<file path="src/rtl/mips_pkg.sv">
// Shared definitions for the multiply/divide unit: function codes, FSM states
// and op-classification helpers.
package mips_pkg;

  localparam logic [5:0] OP_MFHI  = 6'b010000;
  localparam logic [5:0] OP_MTHI  = 6'b010001;
  localparam logic [5:0] OP_MFLO  = 6'b010010;
  localparam logic [5:0] OP_MTLO  = 6'b010011;
  localparam logic [5:0] OP_MULT  = 6'b011000;
  localparam logic [5:0] OP_MULTU = 6'b011001;
  localparam logic [5:0] OP_DIV   = 6'b011010;
  localparam logic [5:0] OP_DIVU  = 6'b011011;
  localparam logic [5:0] OP_MADD  = 6'b011100;
  localparam logic [5:0] OP_MADDU = 6'b011101;

  typedef enum logic [1:0] {
    IDLE = 2'd0,
    CALC = 2'd1,
    FIN  = 2'd2
  } state_e;

  function automatic logic is_listed(input logic [5:0] op);
    case (op)
      OP_MFHI, OP_MTHI, OP_MFLO, OP_MTLO,
      OP_MULT, OP_MULTU, OP_DIV, OP_DIVU,
      OP_MADD, OP_MADDU: is_listed = 1'b1;
      default:           is_listed = 1'b0;
    endcase
  endfunction

  function automatic logic is_signed_op(input logic [5:0] op);
    case (op)
      OP_MULT, OP_DIV, OP_MADD: is_signed_op = 1'b1;
      default:                  is_signed_op = 1'b0;
    endcase
  endfunction

endpackage

</file>
<file path="src/rtl/muldiv_iter.sv">
// One iteration of shift-add multiply or restoring divide on a 2*WIDTH accumulator.
// Multiply: acc = {partial, multiplier}; divide: acc = {remainder, dividend/quotient}.
module muldiv_iter #(
  parameter int WIDTH = 32
) (
  input  logic               is_div,
  input  logic [2*WIDTH-1:0] acc_i,
  input  logic [WIDTH-1:0]   opnd,
  output logic [2*WIDTH-1:0] acc_o
);

  logic [WIDTH:0]   sum_s;
  logic [2*WIDTH:0] shl_s;
  logic [WIDTH-1:0] diff_s;

  // The remainder is below the divisor, so the subtraction always fits in WIDTH bits
  always_comb begin
    sum_s  = {1'b0, acc_i[2*WIDTH-1:WIDTH]} + (acc_i[0] ? {1'b0, opnd} : {(WIDTH+1){1'b0}});
    shl_s  = {acc_i, 1'b0};
    diff_s = shl_s[2*WIDTH-1:WIDTH] - opnd;
    if (is_div) begin
      if (shl_s[2*WIDTH:WIDTH] >= {1'b0, opnd}) begin
        acc_o = {diff_s, shl_s[WIDTH-1:1], 1'b1};
      end else begin
        acc_o = shl_s[2*WIDTH-1:0];
      end
    end else begin
      acc_o = {sum_s, acc_i[WIDTH-1:1]};
    end
  end

endmodule

</file>
<file path="src/rtl/muldiv_ctrl.sv">
// MIPS multiply/divide unit: owns Hi/Lo, sequences 32-iteration mul/div,
// handles MTHI/MTLO/MFHI/MFLO and stalls the pipeline while busy.
module muldiv_ctrl
  import mips_pkg::*;
#(
  parameter int WIDTH = 32
) (
  input  logic             clk,
  input  logic             rst,
  input  logic             op_valid,
  input  logic [5:0]       op,
  input  logic [WIDTH-1:0] a,
  input  logic [WIDTH-1:0] b,
  output logic             stall,
  output logic             busy,
  output logic             done,
  output logic [WIDTH-1:0] result,
  output logic [WIDTH-1:0] hi,
  output logic [WIDTH-1:0] lo
);

  localparam int CW = $clog2(WIDTH) + 1;

  state_e             state_q, state_d;
  logic [CW-1:0]      cnt_q, cnt_d;
  logic [WIDTH-1:0]   hi_q, hi_d, lo_q, lo_d;
  logic               busy_q, busy_d, done_q, done_d;
  logic               is_div_q, is_div_d, is_madd_q, is_madd_d;
  logic               neg_q, neg_d, rem_neg_q, rem_neg_d, div0_q, div0_d;
  logic [WIDTH-1:0]   a_raw_q, a_raw_d, opnd_q, opnd_d;
  logic [2*WIDTH-1:0] acc_q, acc_d;

  logic               accept_s, signed_s;
  logic [WIDTH-1:0]   a_mag_s, b_mag_s, quo_s, rem_s;
  logic [2*WIDTH-1:0] iter_acc_s, prod_s, madd_s;

  muldiv_iter #(.WIDTH(WIDTH)) u_iter (
    .is_div (is_div_q),
    .acc_i  (acc_q),
    .opnd   (opnd_q),
    .acc_o  (iter_acc_s)
  );

  assign stall  = op_valid & busy_q & is_listed(op);
  assign busy   = busy_q;
  assign done   = done_q;
  assign hi     = hi_q;
  assign lo     = lo_q;
  assign result = (op == OP_MFHI) ? hi_q : ((op == OP_MFLO) ? lo_q : {WIDTH{1'b0}});

  // Magnitudes of 0x80000000 stay representable as unsigned 2^31
  always_comb begin
    accept_s = op_valid & ~stall & is_listed(op);
    signed_s = is_signed_op(op);
    a_mag_s  = (signed_s & a[WIDTH-1]) ? (~a + {{(WIDTH-1){1'b0}}, 1'b1}) : a;
    b_mag_s  = (signed_s & b[WIDTH-1]) ? (~b + {{(WIDTH-1){1'b0}}, 1'b1}) : b;
    prod_s   = neg_q ? (~acc_q + {{(2*WIDTH-1){1'b0}}, 1'b1}) : acc_q;
    madd_s   = {hi_q, lo_q} + prod_s;
    quo_s    = neg_q ? (~acc_q[WIDTH-1:0] + {{(WIDTH-1){1'b0}}, 1'b1}) : acc_q[WIDTH-1:0];
    rem_s    = rem_neg_q ? (~acc_q[2*WIDTH-1:WIDTH] + {{(WIDTH-1){1'b0}}, 1'b1})
                         : acc_q[2*WIDTH-1:WIDTH];
  end

  always_comb begin
    state_d   = state_q;
    cnt_d     = cnt_q;
    hi_d      = hi_q;
    lo_d      = lo_q;
    busy_d    = busy_q;
    done_d    = 1'b0;
    is_div_d  = is_div_q;
    is_madd_d = is_madd_q;
    neg_d     = neg_q;
    rem_neg_d = rem_neg_q;
    div0_d    = div0_q;
    a_raw_d   = a_raw_q;
    opnd_d    = opnd_q;
    acc_d     = acc_q;
    case (state_q)
      IDLE: begin
        if (accept_s) begin
          case (op)
            OP_MTHI: hi_d = a;
            OP_MTLO: lo_d = a;
            OP_MULT, OP_MULTU, OP_DIV, OP_DIVU, OP_MADD, OP_MADDU: begin
              state_d   = CALC;
              busy_d    = 1'b1;
              cnt_d     = {CW{1'b0}};
              is_div_d  = (op == OP_DIV) | (op == OP_DIVU);
              is_madd_d = (op == OP_MADD) | (op == OP_MADDU);
              neg_d     = signed_s & (a[WIDTH-1] ^ b[WIDTH-1]);
              rem_neg_d = signed_s & a[WIDTH-1];
              div0_d    = (b == {WIDTH{1'b0}});
              a_raw_d   = a;
              opnd_d    = b_mag_s;
              acc_d     = {{WIDTH{1'b0}}, a_mag_s};
            end
            default: begin
            end
          endcase
        end else begin
          state_d = IDLE;
        end
      end
      CALC: begin
        acc_d = iter_acc_s;
        cnt_d = cnt_q + {{(CW-1){1'b0}}, 1'b1};
        if (cnt_q == CW'(WIDTH - 1)) begin
          state_d = FIN;
        end else begin
          state_d = CALC;
        end
      end
      FIN: begin
        // Divide by zero bypasses sign-fix: Lo all-ones, Hi the raw dividend
        if (is_div_q) begin
          if (div0_q) begin
            lo_d = {WIDTH{1'b1}};
            hi_d = a_raw_q;
          end else begin
            lo_d = quo_s;
            hi_d = rem_s;
          end
        end else if (is_madd_q) begin
          {hi_d, lo_d} = madd_s;
        end else begin
          {hi_d, lo_d} = prod_s;
        end
        done_d  = 1'b1;
        busy_d  = 1'b0;
        state_d = IDLE;
      end
      default: state_d = IDLE;
    endcase
  end

  always_ff @(posedge clk or posedge rst) begin
    if (rst) begin
      state_q   <= IDLE;
      cnt_q     <= {CW{1'b0}};
      hi_q      <= {WIDTH{1'b0}};
      lo_q      <= {WIDTH{1'b0}};
      busy_q    <= 1'b0;
      done_q    <= 1'b0;
      is_div_q  <= 1'b0;
      is_madd_q <= 1'b0;
      neg_q     <= 1'b0;
      rem_neg_q <= 1'b0;
      div0_q    <= 1'b0;
      a_raw_q   <= {WIDTH{1'b0}};
      opnd_q    <= {WIDTH{1'b0}};
      acc_q     <= {(2*WIDTH){1'b0}};
    end else begin
      state_q   <= state_d;
      cnt_q     <= cnt_d;
      hi_q      <= hi_d;
      lo_q      <= lo_d;
      busy_q    <= busy_d;
      done_q    <= done_d;
      is_div_q  <= is_div_d;
      is_madd_q <= is_madd_d;
      neg_q     <= neg_d;
      rem_neg_q <= rem_neg_d;
      div0_q    <= div0_d;
      a_raw_q   <= a_raw_d;
      opnd_q    <= opnd_d;
      acc_q     <= acc_d;
    end
  end

endmodule

</file>
<file path="config.mk">
export PLATFORM = sky130hd
export DESIGN_NAME = muldiv_ctrl
export DESIGN_NICKNAME = d
export VERILOG_FILES = /design/src/rtl/mips_pkg.sv /design/src/rtl/muldiv_iter.sv /design/src/rtl/muldiv_ctrl.sv
export SDC_FILE = /design/constraint.sdc
export NUM_CORES = 1
export LEC_CHECK = 0
export CELL_PAD_IN_SITES_DETAIL_PLACEMENT = 1
export CELL_PAD_IN_SITES_GLOBAL_PLACEMENT = 1
export CORE_MARGIN = 2
export CORE_UTILIZATION = 45
export DETAILED_ROUTE_END_ITERATION = 16
export GPL_TIMING_DRIVEN = 0
export PLACE_DENSITY = 0.81
export SLEW_MARGIN = 10
export SYNTH_ARGS = -nofsm -noshare
export SYNTH_HDL_FRONTEND = slang
export SYNTH_SLANG_ARGS = --single-unit
export TNS_END_PERCENT = 50
</file>
<file path="constraint.sdc">
create_clock -name clk -period 9.4 [get_ports clk]
set_clock_uncertainty 0.2 [all_clocks]
set_input_delay 1.88 -clock clk [delete_from_list [all_inputs] [get_ports clk]]
set_output_delay 1.88 -clock clk [all_outputs]
set_load 0.03 [all_outputs]
</file>
==> reports/qor.log <==
[run_status] result of the run finished clean
[clocking] post-CTS clock slew at the launch and capture registers of the worst setup and hold paths 0.06 ns
[global_routing] total congestion overflow after global routing 0
[drt] via count 23,839
[clocking] clock insertion delay at the later pin of the skew report 0.58 ns
[setup_path] start point of the critical path acc_q[0]
[timing] Final Max Tran Viols 0
[logic_synthesis] async set-reset flop share out of synthesis 100%
[setup_path] critical path startpoint category flop
[setup_path] destination of the critical timing path hi[19]
[logic_synthesis] Syn Inst Count 2,781
[pwr] Net Sw Power 0.00497 W
[setup_path] FF-to-FF setup slack 1.54 ns
[timing] Rel. slew slack 10.3%
[logic_synthesis] Warnings, synthesis 0
[place] total placed cells including tap cells 3,556
[floorplan] count of standard-cell rows 79
[clocking] CTS H-Tree Depth 1
[drt] Post-DRT Antenna Nets 0
[place] HPWL Detailed 83.5 mm
[global_routing] maximum number of pins on one net before global-route repair 99
[logic_synthesis] largest area contributor in the netlist sky130_fd_sc_hd__dfrtp_1
[timing] final count of hold timing violations 0
[cells_and_area] Final Instance Count excl. Fillers 3,603
[logic_synthesis] largest family of logic cells by synthesized area compound AO/OA/AOI/OAI gates
[clocking] cells resized by post-CTS repair 0
[pwr] internal power component 0.00408 W
[setup_path] reg2reg start acc_q[0]
[logic_synthesis] most common cell in the netlist sky130_fd_sc_hd__nand2_1
[timing] maximum clock rate 127 MHz
[logic_synthesis] sequential area share after synthesis 24.2%
[global_routing] initial antenna violation count 2
[logic_synthesis] Synth Area in Adders 8.81%
[pwr] clock network power share 12.5%
[logic_synthesis] main flop type after synthesis sky130_fd_sc_hd__dfrtp_1
[clocking] CTS tree yes
[place] number of input and output port buffers inserted 166
[drt] remaining design rule violation count 0
[flow_run] Max Cap Viol 0
[global_routing] via count of the first global-routing pass 24,107
[floorplan] die span in x 222 microns
[floorplan] DIE AREA 49,400 sq um
[cells_and_area] fraction of layout instances using a drive strength above 1 4.04%
[logic_synthesis] post-synthesis share of cell area spent on and, or, nand and nor gates 19.9%
[drt] DRT Pass-1 Iters 6
[logic_synthesis] number of distinct library cells after synthesis 96
[timing] clock period minus final worst setup slack 7.86 ns
[timing] final setup slack of the worst path 1.54 ns
[global_routing] wire length of the first global-routing pass 154 mm
[drt] detailed-route vias per instance 6.62
[logic_synthesis] compound-gate portion of the synthesized area 28.5%
[setup_path] data arrival time of the critical path 8.11 ns
[logic_synthesis] number of enable flip-flop cells after synthesis 0
[logic_synthesis] Synth area leaders sky130_fd_sc_hd__dfrtp_1, sky130_fd_sc_hd__ha_1, sky130_fd_sc_hd__nand2_1
[logic_synthesis] register bit count reported by yosys 207
[setup_path] Worst Setup End Kind flop
[timing] setup TNS 0 ns
[clocking] post-CTS setup repair buffer count 0
[timing] Least-Margin Pin Slew 1.34 ns
[setup_path] crit path kind reg2reg
[pwr] power after layout 0.00905 W
[setup_path] length in cells of the worst reg-to-reg path 21
[worst_hold_path] depth of the worst hold-timing path 2
[cells_and_area] number of filler cells placed in the layout 5,861
[timing] Setup Viol. Count Final 0
[cells_and_area] layout net count 3,199
[logic_synthesis] Net Count, Synth 3,003
[floorplan] number of top-level pins 172
[timing] period utilisation layout 83.6%
[clocking] clock tree root buffer cell sky130_fd_sc_hd__clkbuf_16
[global_routing] global-route usage over all layers 41.1%
[pwr] combinational power share 67.6%
[logic_synthesis] top cell type's share of synthesized area 24.2%
[drt] DRT Wirelength 104 mm
[floorplan] Starting Density 45.8%
[pwr] largest voltage drop on the vdd net 0.183 mV
[place] Final Wtd Congestion 1.00
[pwr] share of total power in sequential cells 19.9%
[clocking] TritonCTS sink count 207
[logic_synthesis] top cells by count, synth sky130_fd_sc_hd__nand2_1, sky130_fd_sc_hd__o21ai_0, sky130_fd_sc_hd__dfrtp_1
[drt] Initial DRC Count 2,291
[floorplan] Die Span Y 222 microns
[floorplan] core area 46,800 sq um
[cells_and_area] relative area change from synthesis to final layout 16.0%
[place] worst setup timing slack at the placement stage 2.01 ns
[logic_synthesis] multiplexer area fraction after synthesis 3.54%
[drt] Avg WL per Cell 28.8 microns
[setup_path] CP required 9.65 ns
[clocking] Clock Tree Buf Depth 3
[clocking] Num CTS Buffers 26
[clocking] hold-fix buffers at CTS 0
[pwr] Power per Cell Area 364 nW/um^2
[pwr] proportion of total power due to net switching 54.9%
[logic_synthesis] Avg Synthesized Cell Area 7.70 sq um
[logic_synthesis] xor and xnor fraction of the mapped netlist area 10.3%
[timing] setup repair after global routing missed its margin false
[setup_path] endpoint of the lowest-slack register-to-register path hi[19]
[setup_path] maximum fanout encountered on the critical timing path 10
[worst_hold_path] class of the tightest hold or removal check reg2reg
[logic_synthesis] post-synthesis instance area 21,400 sq um
[pwr] leakage power figure 10.2 nW
-- worst min path at each step --
stage	from	to	slack, ns
2_1_floorplan	a_raw_q[18]	a_raw_q[18]	0.24
3_3_place_gp	a_raw_q[18]	a_raw_q[18]	0.25
3_5_place_dp	a_raw_q[6]	a_raw_q[6]	0.26
4_1_cts	a_raw_q[6]	a_raw_q[6]	0.28
5_1_grt	a_raw_q[31]	a_raw_q[31]	0.29
6_report	a_raw_q[31]	a_raw_q[31]	0.28
-- layout make-up --
type	instances	area [sq um]	share of cell area, %
Timing Repair Buffer	168	1720	6.91
Multi-Input combinational cell	2311	15200	61.3
Sequential cell	207	5180	20.9
Clock inverter	10	159	0.640
Inverter	86	330	1.33
Tap cell	607	759	3.06
Clock buffer	36	769	3.10
Buffer	177	697	2.81
Antenna cell	1	2.50	0.0101
-- per-stage QoR --
| stage | instance area [sq um] | hold slack (ns) | utilization (%) |
|---|---|---|---|
| after floorplan | 21400 | 0.237 | - |
| after global placement | 23800 | 0.255 | 51.0 |
| after detailed placement | 23900 | 0.265 | 51.1 |
| after CTS | 24800 | 0.279 | 53.1 |
| after global routing | 24800 | 0.294 | 53.1 |
| final | 24800 | 0.279 | 53.1 |
-- state kept, by name, indices dropped and copies added, names as in the netlist --
| signal | count |
|---|---|
| neg_q | 1 |
| a_raw_q | 32 |
| opnd_q | 32 |
| done | 1 |
| state_q | 2 |
| is_div_q | 1 |
| lo | 32 |
| busy | 1 |
| is_madd_q | 1 |
| div0_q | 1 |
| rem_neg_q | 1 |
| acc_q | 64 |
| hi | 32 |
| cnt_q | 6 |
-- layer usage --
metal,global-route usage [%],routed length (microns),up-vias
met3,6.24,8560,333
met1,51.3,41100,11747
met4,28.1,8120,2
met5,0,14,-
met2,65.6,46000,1233
li1,-,-,10524
-- power by group through the flow --
stage,logic (W),registers [W],clock network (W)
2_1_floorplan,0.00388,0.00171,0
3_3_place_gp,0.00574,0.00177,0
3_5_place_dp,0.00589,0.00178,0
4_1_cts,0.00595,0.00177,0.00113
5_1_grt,0.00657,0.00181,0.00116
6_report,0.00612,0.00180,0.00113
-- layout by cell type (no fill, tap or decap), types with 26 or more instances in the layout --
| cell type | instances |
|---|---|
| sky130_fd_sc_hd__a21o_1 | 79 |
| sky130_fd_sc_hd__a21oi_1 | 185 |
| sky130_fd_sc_hd__a22o_1 | 37 |
| sky130_fd_sc_hd__a22oi_1 | 30 |
| sky130_fd_sc_hd__a31oi_1 | 55 |
| sky130_fd_sc_hd__clkbuf_1 | 159 |
| sky130_fd_sc_hd__clkbuf_16 | 27 |
| sky130_fd_sc_hd__clkdlybuf4s50_1 | 166 |
| sky130_fd_sc_hd__dfrtp_1 | 207 |
| sky130_fd_sc_hd__ha_1 | 146 |
| sky130_fd_sc_hd__inv_1 | 83 |
| sky130_fd_sc_hd__mux2i_1 | 69 |
| sky130_fd_sc_hd__nand2_1 | 409 |
| sky130_fd_sc_hd__nand3_1 | 43 |
| sky130_fd_sc_hd__nand4_1 | 28 |
| sky130_fd_sc_hd__nor2_1 | 202 |
| sky130_fd_sc_hd__nor3_1 | 40 |
| sky130_fd_sc_hd__o211ai_1 | 27 |
| sky130_fd_sc_hd__o21ai_0 | 244 |
| sky130_fd_sc_hd__o21bai_1 | 26 |
| sky130_fd_sc_hd__o221ai_1 | 37 |
| sky130_fd_sc_hd__o31ai_1 | 35 |
| sky130_fd_sc_hd__xnor2_1 | 152 |
| sky130_fd_sc_hd__xor2_1 | 101 |
-- critical path, cell delays in order, from the launching register on --
cell and delay [ns]:
sky130_fd_sc_hd__dfrtp_1 0.51, sky130_fd_sc_hd__clkinv_1 0.22, sky130_fd_sc_hd__clkbuf_1 0.63, sky130_fd_sc_hd__ha_1 0.28
sky130_fd_sc_hd__inv_1 0.08, sky130_fd_sc_hd__nor4_1 0.59, sky130_fd_sc_hd__nand2_1 0.30, sky130_fd_sc_hd__o31ai_1 0.36
sky130_fd_sc_hd__xor2_1 0.44, sky130_fd_sc_hd__inv_1 0.14, sky130_fd_sc_hd__ha_1 0.31, sky130_fd_sc_hd__clkbuf_1 0.31
sky130_fd_sc_hd__and4_1 0.30, sky130_fd_sc_hd__nor4b_1 0.71, sky130_fd_sc_hd__o211ai_1 0.40, sky130_fd_sc_hd__a21oi_1 0.57
sky130_fd_sc_hd__nor3_1 0.19, sky130_fd_sc_hd__o31ai_1 0.40, sky130_fd_sc_hd__xor2_1 0.17, sky130_fd_sc_hd__a211oi_1 0.27
sky130_fd_sc_hd__a211oi_1 0.09, sky130_fd_sc_hd__a221o_1 0.27
-- kinds of logic (layout without fill, tap and decap cells) --
family / count (synthesis) / count (layout)
AOI/OAI and AO/OA: 929 / 929
xor gates and xnor gates: 253 / 253
adders and majority gates: 149 / 149
buffers and inverters: 263 / 477
DFF: 207 / 207
muxes: 75 / 75
other: 0 / 1
and+or+nand+nor: 905 / 905
(Power assumes the default switching activity.)
